[src/rtl/serial_add_sub.sv]
// rtl/serial_add_sub.sv - digit-serial adder/subtractor with start/busy/done handshake
// Consumes DIGIT operand bits per clock, LSB digit first; carry lives in a register between steps.
module serial_add_sub #(
   parameter int WIDTH = 8,
   parameter int DIGIT = 1
) (
   input  logic             clk,
   input  logic             rst_n,
   input  logic             start,
   input  logic             sub,
   input  logic [WIDTH-1:0] a,
   input  logic [WIDTH-1:0] b,
   output logic             busy,
   output logic             done,
   output logic [WIDTH-1:0] sum,
   output logic             cout,
   output logic             ovf
);

   localparam int STEPS = WIDTH / DIGIT;
   localparam int CW    = (STEPS > 1) ? $clog2(STEPS) : 1;

   generate
      if (WIDTH < 1 || DIGIT < 1 || (WIDTH % DIGIT) != 0) begin : g_bad_param
         $error("serial_add_sub: DIGIT must be >= 1 and divide WIDTH exactly");
      end
   endgenerate

   typedef enum logic {
      IDLE = 1'b0,
      RUN  = 1'b1
   } state_t;

   state_t           state;
   logic [WIDTH-1:0] sa;
   logic [WIDTH-1:0] sb;
   logic [WIDTH-1:0] acc;
   logic             carry;
   logic [CW-1:0]    cnt;

   logic [DIGIT:0]   dadd;
   logic [DIGIT-1:0] dsum;
   logic             dcout;
   logic             dc_msb;
   logic             d_ovf;
   logic             last_step;
   logic [WIDTH-1:0] sa_next;
   logic [WIDTH-1:0] sb_next;
   logic [WIDTH-1:0] acc_next;

   // One digit of the ripple chain; the carry into its top bit is recovered from the sum bit.
   always_comb begin
      dadd   = {1'b0, sa[DIGIT-1:0]} + {1'b0, sb[DIGIT-1:0]} + {{DIGIT{1'b0}}, carry};
      dsum   = dadd[DIGIT-1:0];
      dcout  = dadd[DIGIT];
      dc_msb = dsum[DIGIT-1] ^ sa[DIGIT-1] ^ sb[DIGIT-1];
      d_ovf  = dc_msb ^ dcout;
   end

   assign last_step = (cnt == CW'(STEPS - 1));

   generate
      if (DIGIT == WIDTH) begin : g_single_step
         assign sa_next  = '0;
         assign sb_next  = '0;
         assign acc_next = dsum;
      end else begin : g_multi_step
         assign sa_next  = {{DIGIT{1'b0}}, sa[WIDTH-1:DIGIT]};
         assign sb_next  = {{DIGIT{1'b0}}, sb[WIDTH-1:DIGIT]};
         assign acc_next = {dsum, acc[WIDTH-1:DIGIT]};
      end
   endgenerate

   always_ff @(posedge clk or negedge rst_n) begin
      if (!rst_n) begin
         state <= IDLE;
         sa    <= '0;
         sb    <= '0;
         acc   <= '0;
         carry <= 1'b0;
         cnt   <= '0;
         busy  <= 1'b0;
         done  <= 1'b0;
         sum   <= '0;
         cout  <= 1'b0;
         ovf   <= 1'b0;
      end else begin
         done <= 1'b0;
         case (state)
            IDLE: begin
               if (start) begin
                  sa    <= a;
                  sb    <= sub ? ~b : b;
                  carry <= sub;
                  cnt   <= '0;
                  acc   <= '0;
                  busy  <= 1'b1;
                  state <= RUN;
               end
            end
            RUN: begin
               sa    <= sa_next;
               sb    <= sb_next;
               acc   <= acc_next;
               carry <= dcout;
               cnt   <= cnt + CW'(1);
               if (last_step) begin
                  state <= IDLE;
                  busy  <= 1'b0;
                  done  <= 1'b1;
                  sum   <= acc_next;
                  cout  <= dcout;
                  ovf   <= d_ovf;
               end
            end
            default: state <= IDLE;
         endcase
      end
   end

endmodule

[config.mk]
export PLATFORM = sky130hd
export DESIGN_NAME = serial_add_sub
export DESIGN_NICKNAME = d
export VERILOG_FILES = /design/src/rtl/serial_add_sub.sv
export SDC_FILE = /design/constraint.sdc
export NUM_CORES = 1
export LEC_CHECK = 0
export CORE_UTILIZATION = 40
export CTS_BUF_LIST = sky130_fd_sc_hd__clkbuf_8
export DETAILED_ROUTE_END_ITERATION = 12
export PLACE_DENSITY = 0.69
export SYNTH_ARGS = -nofsm -noshare
export SYNTH_HDL_FRONTEND = slang
export SYNTH_SLANG_ARGS = --single-unit
[constraint.sdc]
create_clock -name clk -period 2.02 [get_ports clk]
set_input_delay 0.202 -clock clk [delete_from_list [all_inputs] [get_ports clk]]
set_output_delay 0.202 -clock clk [all_outputs]
set_load 0.1 [all_outputs]
==> results of run 1 <==
==> worst paths after layout <==
path,start,endpoint,slack (ps),depth (start not counted)
setup / recovery,sa[0],ovf,460,5
hold / removal,rst_n,sum[1],20,1
setup reg to reg,sa[0],ovf,460,5
hold reg to reg,sb[1],sb[0],490,2
max in group asynchronous,rst_n,sb[5],1460,1
min in group clk,sb[1],sb[0],490,2
==> cell type report <==
| type | instances | area (um2) | area share, % |
|---|---|---|---|
| Sequential cell | 40 | 1000 | 45.7 |
| Tap cell | 52 | 65.1 | 2.97 |
| Clock buffer | 6 | 82.6 | 3.77 |
| Clock inverter | 2 | 7.51 | 0.343 |
| Timing Repair Buffer | 34 | 298 | 13.6 |
| Multi-Input combinational cell | 101 | 716 | 32.7 |
| Inverter | 5 | 18.8 | 0.858 |
==> cells by family after synthesis <==
kind of cell               count (synthesis)  share of synthesized area (%)
AOI/OAI and AO/OA                         29                           9.25
and+or+nand+nor                           34                           8.21
muxes                                     24                           14.5
buffers and inverters                     15                           4.52
DFF                                       40                           55.7
xor gates and xnor gates                  11                           5.36
adders and majority gates                  3                           2.51
==> worst reg2reg max path, cell delays in order, from the launching register on <==
cell and delay [ps]:
dfrtp_1 410, inv_1 80, fa_1 590, xnor2_1 150, xnor2_1 130, o21ai_0 80
==> routing by layer <==
| layer | global-route usage [%] | wire length (um) |
|---|---|---|
| met5 | 0 | 0 |
| met4 | 6.12 | 55 |
| met3 | 5.12 | 165 |
| met2 | 20.8 | 1320 |
| met1 | 18.5 | 1440 |
==> state kept, by name, summed over array words and instances (netlist names) <==
| signal | cells |
|---|---|
| sa | 8 |
| cnt | 3 |
| sum | 8 |
| acc | 7 |
| state | 1 |
| busy | 1 |
| carry | 1 |
| sb | 8 |
| ovf | 1 |
| done | 1 |
| cout | 1 |
==> power by group through the flow <==
| stage | Clock (mW) | Combinational, mW | Sequential, mW |
|---|---|---|---|
| global route | 0.586 | 1.88 | 1.37 |
| global placement | 0 | 1.72 | 1.32 |
| finish | 0.527 | 1.74 | 1.32 |
| detailed placement | 0 | 1.76 | 1.34 |
| floorplan | 0 | 0.733 | 1.98 |
| CTS | 0.547 | 1.76 | 1.33 |
==> through the flow <==
stage | util [%] | setup WS, ps | total power, mW | instance area, um2 | instances
detailed placement | 48.5 | 442 | 3.10 | 2100 | 232
CTS | 50.6 | 430 | 3.63 | 2190 | 240
global route | 50.6 | 335 | 3.83 | 2190 | 240
global placement | 48.5 | 461 | 3.04 | 2100 | 232
finish | 50.6 | 459 | 3.59 | 2190 | 240
floorplan | - | 522 | 2.71 | 1800 | 156
==> cell usage in the layout (no fill, tap or decap), drive strengths merged, types with 7 or more instances in the layout <==
master,synthesis,final
inv,5,7
xor2,7,7
o21ai,21,21
mux2i,17,17
buf,9,16
clkdlybuf4s50,0,18
dfrtp,40,40
mux2,7,7
nand2,22,22
==> out/qor.yml, run 1 <==
final_layout:
  finalNetCount: 210
  area_delta_synth_final_pct: 21.7
  diodes: 0
  drive_gt1_share_pct: 16.0
  fillers: 417
sta:
  worst_pin_slew_ps: 864
  finalSetupViolCount: 0
  rsz0062_at_grt: "no"
  slew_headroom_pct: 42.4
  fin_crit_ps: 1560
  skew_ps: 5.16
  whs_ps: 18.2
  timing.final.crit_share_pct: 77.3
  tns_ps: 0
  clock.fmax_mhz: 641
  hold_viol: 0
  slew_violations: 0
clock_network:
  max-clock-path-buffers: 2
  cts_root_buffer: "clkbuf_8"
  cts_max_level: 2
  post_cts_buffers: 0
  cts_tree: "built"
  cts-resized-gates: 0
  cts_sinks: 40
  insertion_delay_ps: 290
  clk_pin_slew_ps: 70
  cts_made_buffers: 5
  ctsHoldBuffers: 0
power_and_ir_drop:
  seqPwrFrac_pct: 36.9
  p_sw_mw: 1.62
  power_frac_comb_pct: 48.4
  peakVddDrop_mv: 0.568
  pwr-share-clk_pct: 14.7
  sw_frac_of_total_pct: 45.1
  internal_power_mw: 1.97
  p_leak_nw: 1.06
  power_density_mw_per_mm2: 1640
run:
  max_cap_viol_count: 0
route:
  routed_via_density: 4.88
  final_antenna_net_count: 0
  route.detailed.drc: 0
  wirelength_um: 2980
  drt-initial-drc-count: 43
  dr.pass1.iters: 4
  avgRoutedWirePerCell_um: 12.4
  vias: 1171
synth:
  synth_area_mm2: 0.00180
  synth_edf_count: 0
  yosys-top-cells-area: "dfrtp_1 56%, mux2i_1 9.5%, o21ai_0 5.8%"
  synthTopCellsByCount: "40 x dfrtp_1, 21 x nand2_1, 21 x o21ai_0"
  synthMostInstantiatedCell: "dfrtp_1"
  syn_nets: 179
  synth-warning-count: 0
  synth.distinct_cells: 23
  synth.yosys.seq_area_share_pct: 55.7
  synth_top_area_share_pct: 55.7
  yosysTopAreaCell: "dfrtp_1"
  avgSynthCellArea_um2: 11.5
  async_flop_share_pct: 100
  yosys_register_bits: 40
  synth_cells: 156
  synth_ff_type: "dfrtp_1"
floorplan:
  dieArea_mm2: 0.00477
  core_mm2: 0.00432
  dieHeight_um: 69.0
  start_util_pct: 41.6
  fp-row-count: 24
  io_pins: 32
  die_w_um: 69.0
critical_path:
  crit_buf_inv: 1
  cp_top_family: "adder cells"
  cp_slowest_cell: "fa_1"
  path_class: "flop to flop"
  arrival_ps: 1730
  slowest_delay_ps: 590
  cp_max_fo: 3
  cp_common_cell: "xnor2_1"
  cp-end-kind: "flop"
  startpoint_type: "flop"
  required_ps: 2190
  path_cells: "inv_1 -> fa_1 -> xnor2_1 -> xnor2_1 -> o21ai_0"
grt:
  grt_pass1_vias: 1144
  grt_usage_pct: 14.1
  grt_remaining_overflow: 0
  grt_max_degree: 41
  grt_pass1_wl_um: 5250
  antenna_found_initial: 0
placed_design:
  place_hpwl_um: 2070
  portBuffers: 31
  gp_congestion: 0.715
hold_path:
  hp-class: "primary input to asynchronous set/reset pin"
run_status:
  status: "complete, no violations"
Power figures use the tool's default switching activity.
==> inputs of run 2 (changes only) <==
==> constraint.sdc (replaced) <==
create_clock -name clk -period 1.5 [get_ports clk]
set_input_delay 0.15 -clock clk [delete_from_list [all_inputs] [get_ports clk]]
set_output_delay 0.15 -clock clk [all_outputs]
set_load 0.1 [all_outputs]
==> out/qor.yml, run 2 (synthesis results as in run 1) <==
grt:
  antenna_found_initial: 0
  grt_remaining_overflow: 0
  grt_usage_pct: 14.6
  grt_pass1_vias: 1231
  grt_pass1_wl_um: 5550
  grt_max_degree: 41
run:
  max_cap_viol_count: 0
sta:
  tns_ps: 0
  fin_crit_ps: 1450
  timing.final.crit_share_pct: 96.8
  hold_viol: 0
  clock.fmax_mhz: 689
  slew_headroom_pct: 66.3
  worst_pin_slew_ps: 505
  slew_violations: 0
  rsz0062_at_grt: "yes"
  skew_ps: 6.79
  finalSetupViolCount: 0
final_layout:
  stdcell_area_mm2: 0.00242
  multiInputGateArea_um2: 721
  regArea_mm2: 0.00100
  reg.largest.list: "sa (8), sb (8), sum (8)"
  layout_common_cells: "40 x dfrtp_1, 21 x nand2_1, 20 x o21ai_0"
  finalNetCount: 218
  diodes: 0
  drive_gt1_share_pct: 20.4
  layout_commonest_cell: "dfrtp_1"
  area_delta_synth_final_pct: 34.7
  fillers: 367
  stdcell_count: 248
placed_design:
  placed_area_mm2: 0.00230
  place_hpwl_um: 2220
  portBuffers: 31
  gp_congestion: 0.777
  dpl.cell_count: 237
route:
  routed.top_layer: "met4"
  vias: 1211
  drt-initial-drc-count: 32
  dr.pass1.iters: 4
  avgRoutedWirePerCell_um: 13.0
  final_antenna_net_count: 0
  wl_met3_um: 142
  wl_met2_um: 1610
  route.detailed.drc: 0
  wirelength_um: 3220
  m1WireLength_um: 1440
  routed_via_density: 4.88
clock_network:
  cts_made_buffers: 5
  cts_root_buffer: "clkbuf_8"
  cts_tree: "built"
  cts_max_level: 2
  clk_pin_slew_ps: 80
  insertion_delay_ps: 290
  cts_sinks: 40
  max-clock-path-buffers: 2
critical_path:
  required_ps: 1680
  arrival_ps: 1630
  cp-end-kind: "flop"
  cp_slowest_cell: "fa_1"
  startpoint_type: "flop"
  slowest_delay_ps: 510
  path_class: "flop to flop"
  path_cells: "inv_2 -> fa_1 -> xnor2_1 -> xnor2_1 -> o21ai_1"
  cp_max_fo: 2
  cp_common_cell: "xnor2_1"
floorplan:
  io_pins: 32
  start_util_pct: 41.6
  die_w_um: 69.0
  dieHeight_um: 69.0
  core_mm2: 0.00432
  dieArea_mm2: 0.00477
  fp-row-count: 24
power_and_ir_drop:
  peakVddDrop_mv: 1.17
  p_leak_nw: 1.14
  power_density_mw_per_mm2: 2240
run_status:
  status: "complete, no violations"
hold_path:
  hp-class: "primary input to asynchronous set/reset pin"
-- run 2: path summary, 6_finish.rpt --
| check | startpoint | end | slack (ps) | cells past startpoint |
|---|---|---|---|---|
| max in group asynchronous | rst_n | busy | 700 | 3 |
| worst max-delay path | sa[0] | ovf | 50 | 5 |
| worst min register to register | sa[7] | sa[6] | 470 | 2 |
| worst max register to register | sa[0] | ovf | 50 | 5 |
| worst min-delay path | rst_n | sum[1] | 440 | 3 |
| min in group clk | sa[7] | sa[6] | 470 | 2 |
-- run 2: per-layer routing --
layer / track usage [%] / vias to the layer above
met4: 3.40 / 0
met2: 24.7 / 34
met1: 17.9 / 580
li1: - / 593
met3: 4.82 / 4
met5: 0 / -
-- run 2: critical path, delay by kind of cell, from the launching register on --
family	cells	cell delay (ps)
buf+inv	1	50
fa+ha+maj	1	510
flops	1	370
compound gates	1	70
xor+xnor	2	350
-- run 2: area by class of cell --
cell class	instances	area share, %
repair buffers	42	21.6
clock buffers	6	3.41
well taps	52	2.69
flip-flops and latches	40	41.3
inverters	5	0.775
clock inverters	2	0.413
multi-input cells	101	29.8
-- run 2: power breakdown --
| group | switching (mW) | internal, mW |
|---|---|---|
| Clock | 0.361 | 0.367 |
| Combinational | 1.61 | 1.22 |
| Sequential | 0.348 | 1.51 |
-- run 2: repair_timing --
action,in CTS,in global routing
hold buffers,1,0
endpoints found under the setup margin,1,10
gates resized for setup,0,3
hold endpoints to repair,40,0
setup buffers,1,1
pin swaps,1,3
-- run 2: through the flow --
step                util [%]  worst slack (ps)  power, mW  hold slack, ps
floorplan                  -              2.44       3.65            -146
global placement        53.2              63.4       4.52             227
detailed placement      53.2              12.5       4.63             240
CTS                     55.7              9.68       5.42             457
global route            56.0             -27.5       5.73             484
finish                  56.0              47.8       5.42             438
==> inputs of run 3 (changes only) <==
--- a/config.mk
+++ b/config.mk
@@ -5,10 +5,10 @@
 export SDC_FILE = /design/constraint.sdc
 export NUM_CORES = 1
 export LEC_CHECK = 0
-export CORE_UTILIZATION = 40
+export CORE_UTILIZATION = 49
 export CTS_BUF_LIST = sky130_fd_sc_hd__clkbuf_8
 export DETAILED_ROUTE_END_ITERATION = 12
-export PLACE_DENSITY = 0.69
+export PLACE_DENSITY = 0.81
 export SYNTH_ARGS = -nofsm -noshare
 export SYNTH_HDL_FRONTEND = slang
 export SYNTH_SLANG_ARGS = --single-unit
==> out/qor.yml, run 3 (synthesis results as in run 1) <==
critical_path:
  path_class: "flop to flop"
  arrival_ps: 1680
  required_ps: 1680
  r2r_setup_slack_ps: -3
  startpoint_type: "flop"
  regToRegEndpoint: "ovf"
  rr_worst_depth: 5
  critPathLaunch: "sa[0]"
  cp-end-kind: "flop"
  r2r-start: "sa[0]"
  crit_path_end: "ovf"
  cp_max_fo: 2
sta:
  clock.fmax_mhz: 665
  worst_pin_slew_ps: 360
  fin_crit_ps: 1500
  rsz0062_at_grt: "yes"
  finalSetupViolCount: 1
  slew_violations: 0
  hold_viol: 0
  timing.final.crit_share_pct: 100
  slew_headroom_pct: 76.0
  skew_ps: 4.14
  fin_ws_ps: -3.26
grt:
  grt_remaining_overflow: 0
  grt_max_degree: 28
  grt_pass1_wl_um: 6050
  grt_pass1_vias: 1302
  grt_usage_pct: 20.3
  antenna_found_initial: 0
clock_network:
  clk_pin_slew_ps: 80
  cts_max_level: 2
  cts_tree: "built"
  cts_made_buffers: 5
  cts_root_buffer: "clkbuf_8"
  insertion_delay_ps: 290
  cts_sinks: 40
  max-clock-path-buffers: 2
placed_design:
  place_hpwl_um: 2480
  gp_congestion: 0.727
  dpl.cell_count: 233
  portBuffers: 31
  placed_area_mm2: 0.00231
route:
  avgRoutedWirePerCell_um: 14.8
  vias: 1255
  route.detailed.drc: 0
  routed_via_density: 5.12
  final_antenna_net_count: 0
  dr.pass1.iters: 4
  wirelength_um: 3610
  drt-initial-drc-count: 63
power_and_ir_drop:
  p_sw_mw: 2.42
  seqPwrFrac_pct: 32.3
  pwr-share-clk_pct: 16.4
  power_frac_comb_pct: 51.3
  internal_power_mw: 3.36
  peakVddDrop_mv: 1.07
  sw_frac_of_total_pct: 41.9
  power.total_mw: 5.78
  p_leak_nw: 1.18
  power_density_mw_per_mm2: 2330
floorplan:
  die_w_um: 62.6
  dieHeight_um: 62.6
  dieArea_mm2: 0.00392
  io_pins: 32
  start_util_pct: 52.6
  core_mm2: 0.00342
  fp-row-count: 21
final_layout:
  fillers: 229
  finalNetCount: 221
  layout_commonest_cell: "dfrtp_1"
  reg.largest.list: "sa (8), sb (8), sum (8)"
  area_delta_synth_final_pct: 37.8
  fin_util_pct: 72.5
  drive_gt1_share_pct: 22.1
  multiInputGateArea_um2: 728
  regArea_mm2: 0.00100
  layout_common_cells: "40 x dfrtp_1, 21 x nand2_1, 20 x o21ai_0"
  diodes: 0
  stdcell_area_mm2: 0.00248
  stdcell_count: 245
run_status:
  status: "finished, violations left"
  violations: "setup timing"
run:
  max_cap_viol_count: 0
hold_path:
  hp-class: "primary input to asynchronous set/reset pin"
## run 3: timing repair
item,CTS,global route
endpoints found under the setup margin,1,10
gates resized for setup,0,4
setup buffers,2,1
hold buffers,1,0
hold endpoints to repair,15,0
cloned,0,0
pin swaps,2,3
## run 3: final cells by class
cell class                      count  area share [%]
Clock buffer                        7            3.89
Sequential cell                    40            40.4
Tap cell                           46            2.32
Clock inverter                      1            1.21
Timing Repair Buffer               45            22.0
Multi-Input combinational cell    101            29.4
Inverter                            5           0.758
## run 3: worst min path at each step
| stage | slack (ps) | cells after the start | start | endpoint |
|---|---|---|---|---|
| after floorplan | -150 | 0 | rst_n | acc[1] |
| after global placement | 80 | 1 | rst_n | sum[6] |
| after detailed placement | 80 | 1 | rst_n | sum[6] |
| after CTS | 310 | 2 | rst_n | sum[6] |
| after global routing | 340 | 2 | rst_n | sa[4] |
| final | 310 | 2 | rst_n | sum[6] |
## run 3: per-layer routing
layer / up-vias / GRT usage, % / part of all wire [%]
li1: 600 / - / -
met1: 614 / 25.4 / 44
met2: 33 / 32.9 / 49
met3: 8 / 5.29 / 4.2
met4: 0 / 9.30 / 2.1
met5: - / 0 / 0
## run 3: power by group through the flow
stage	Combinational, mW	Clock, mW	Sequential, mW
3_5_place_dp	2.81	0	1.87
6_report	2.96	0.949	1.86
5_1_grt	3.12	1.02	1.91
4_1_cts	2.89	0.968	1.85
3_3_place_gp	2.70	0	1.84
2_1_floorplan	0.988	0	2.67
## run 3: critical path, cell delays in order, from the launching register on
cell and delay (ps):
dfrtp_1 390, inv_2 60, fa_1 520, xnor2_2 160
xnor2_1 180, o21ai_1 80
## run 3: through the flow
step	TNS [ps]	hold slack [ps]	worst slack [ps]
after floorplan	0	-146	2.44
after global placement	0	77.4	57.1
after detailed placement	0	79.2	8.97
after CTS	0	307	3.05
after global routing	-53.3	345	-53.3
final	-3.26	308	-3.26
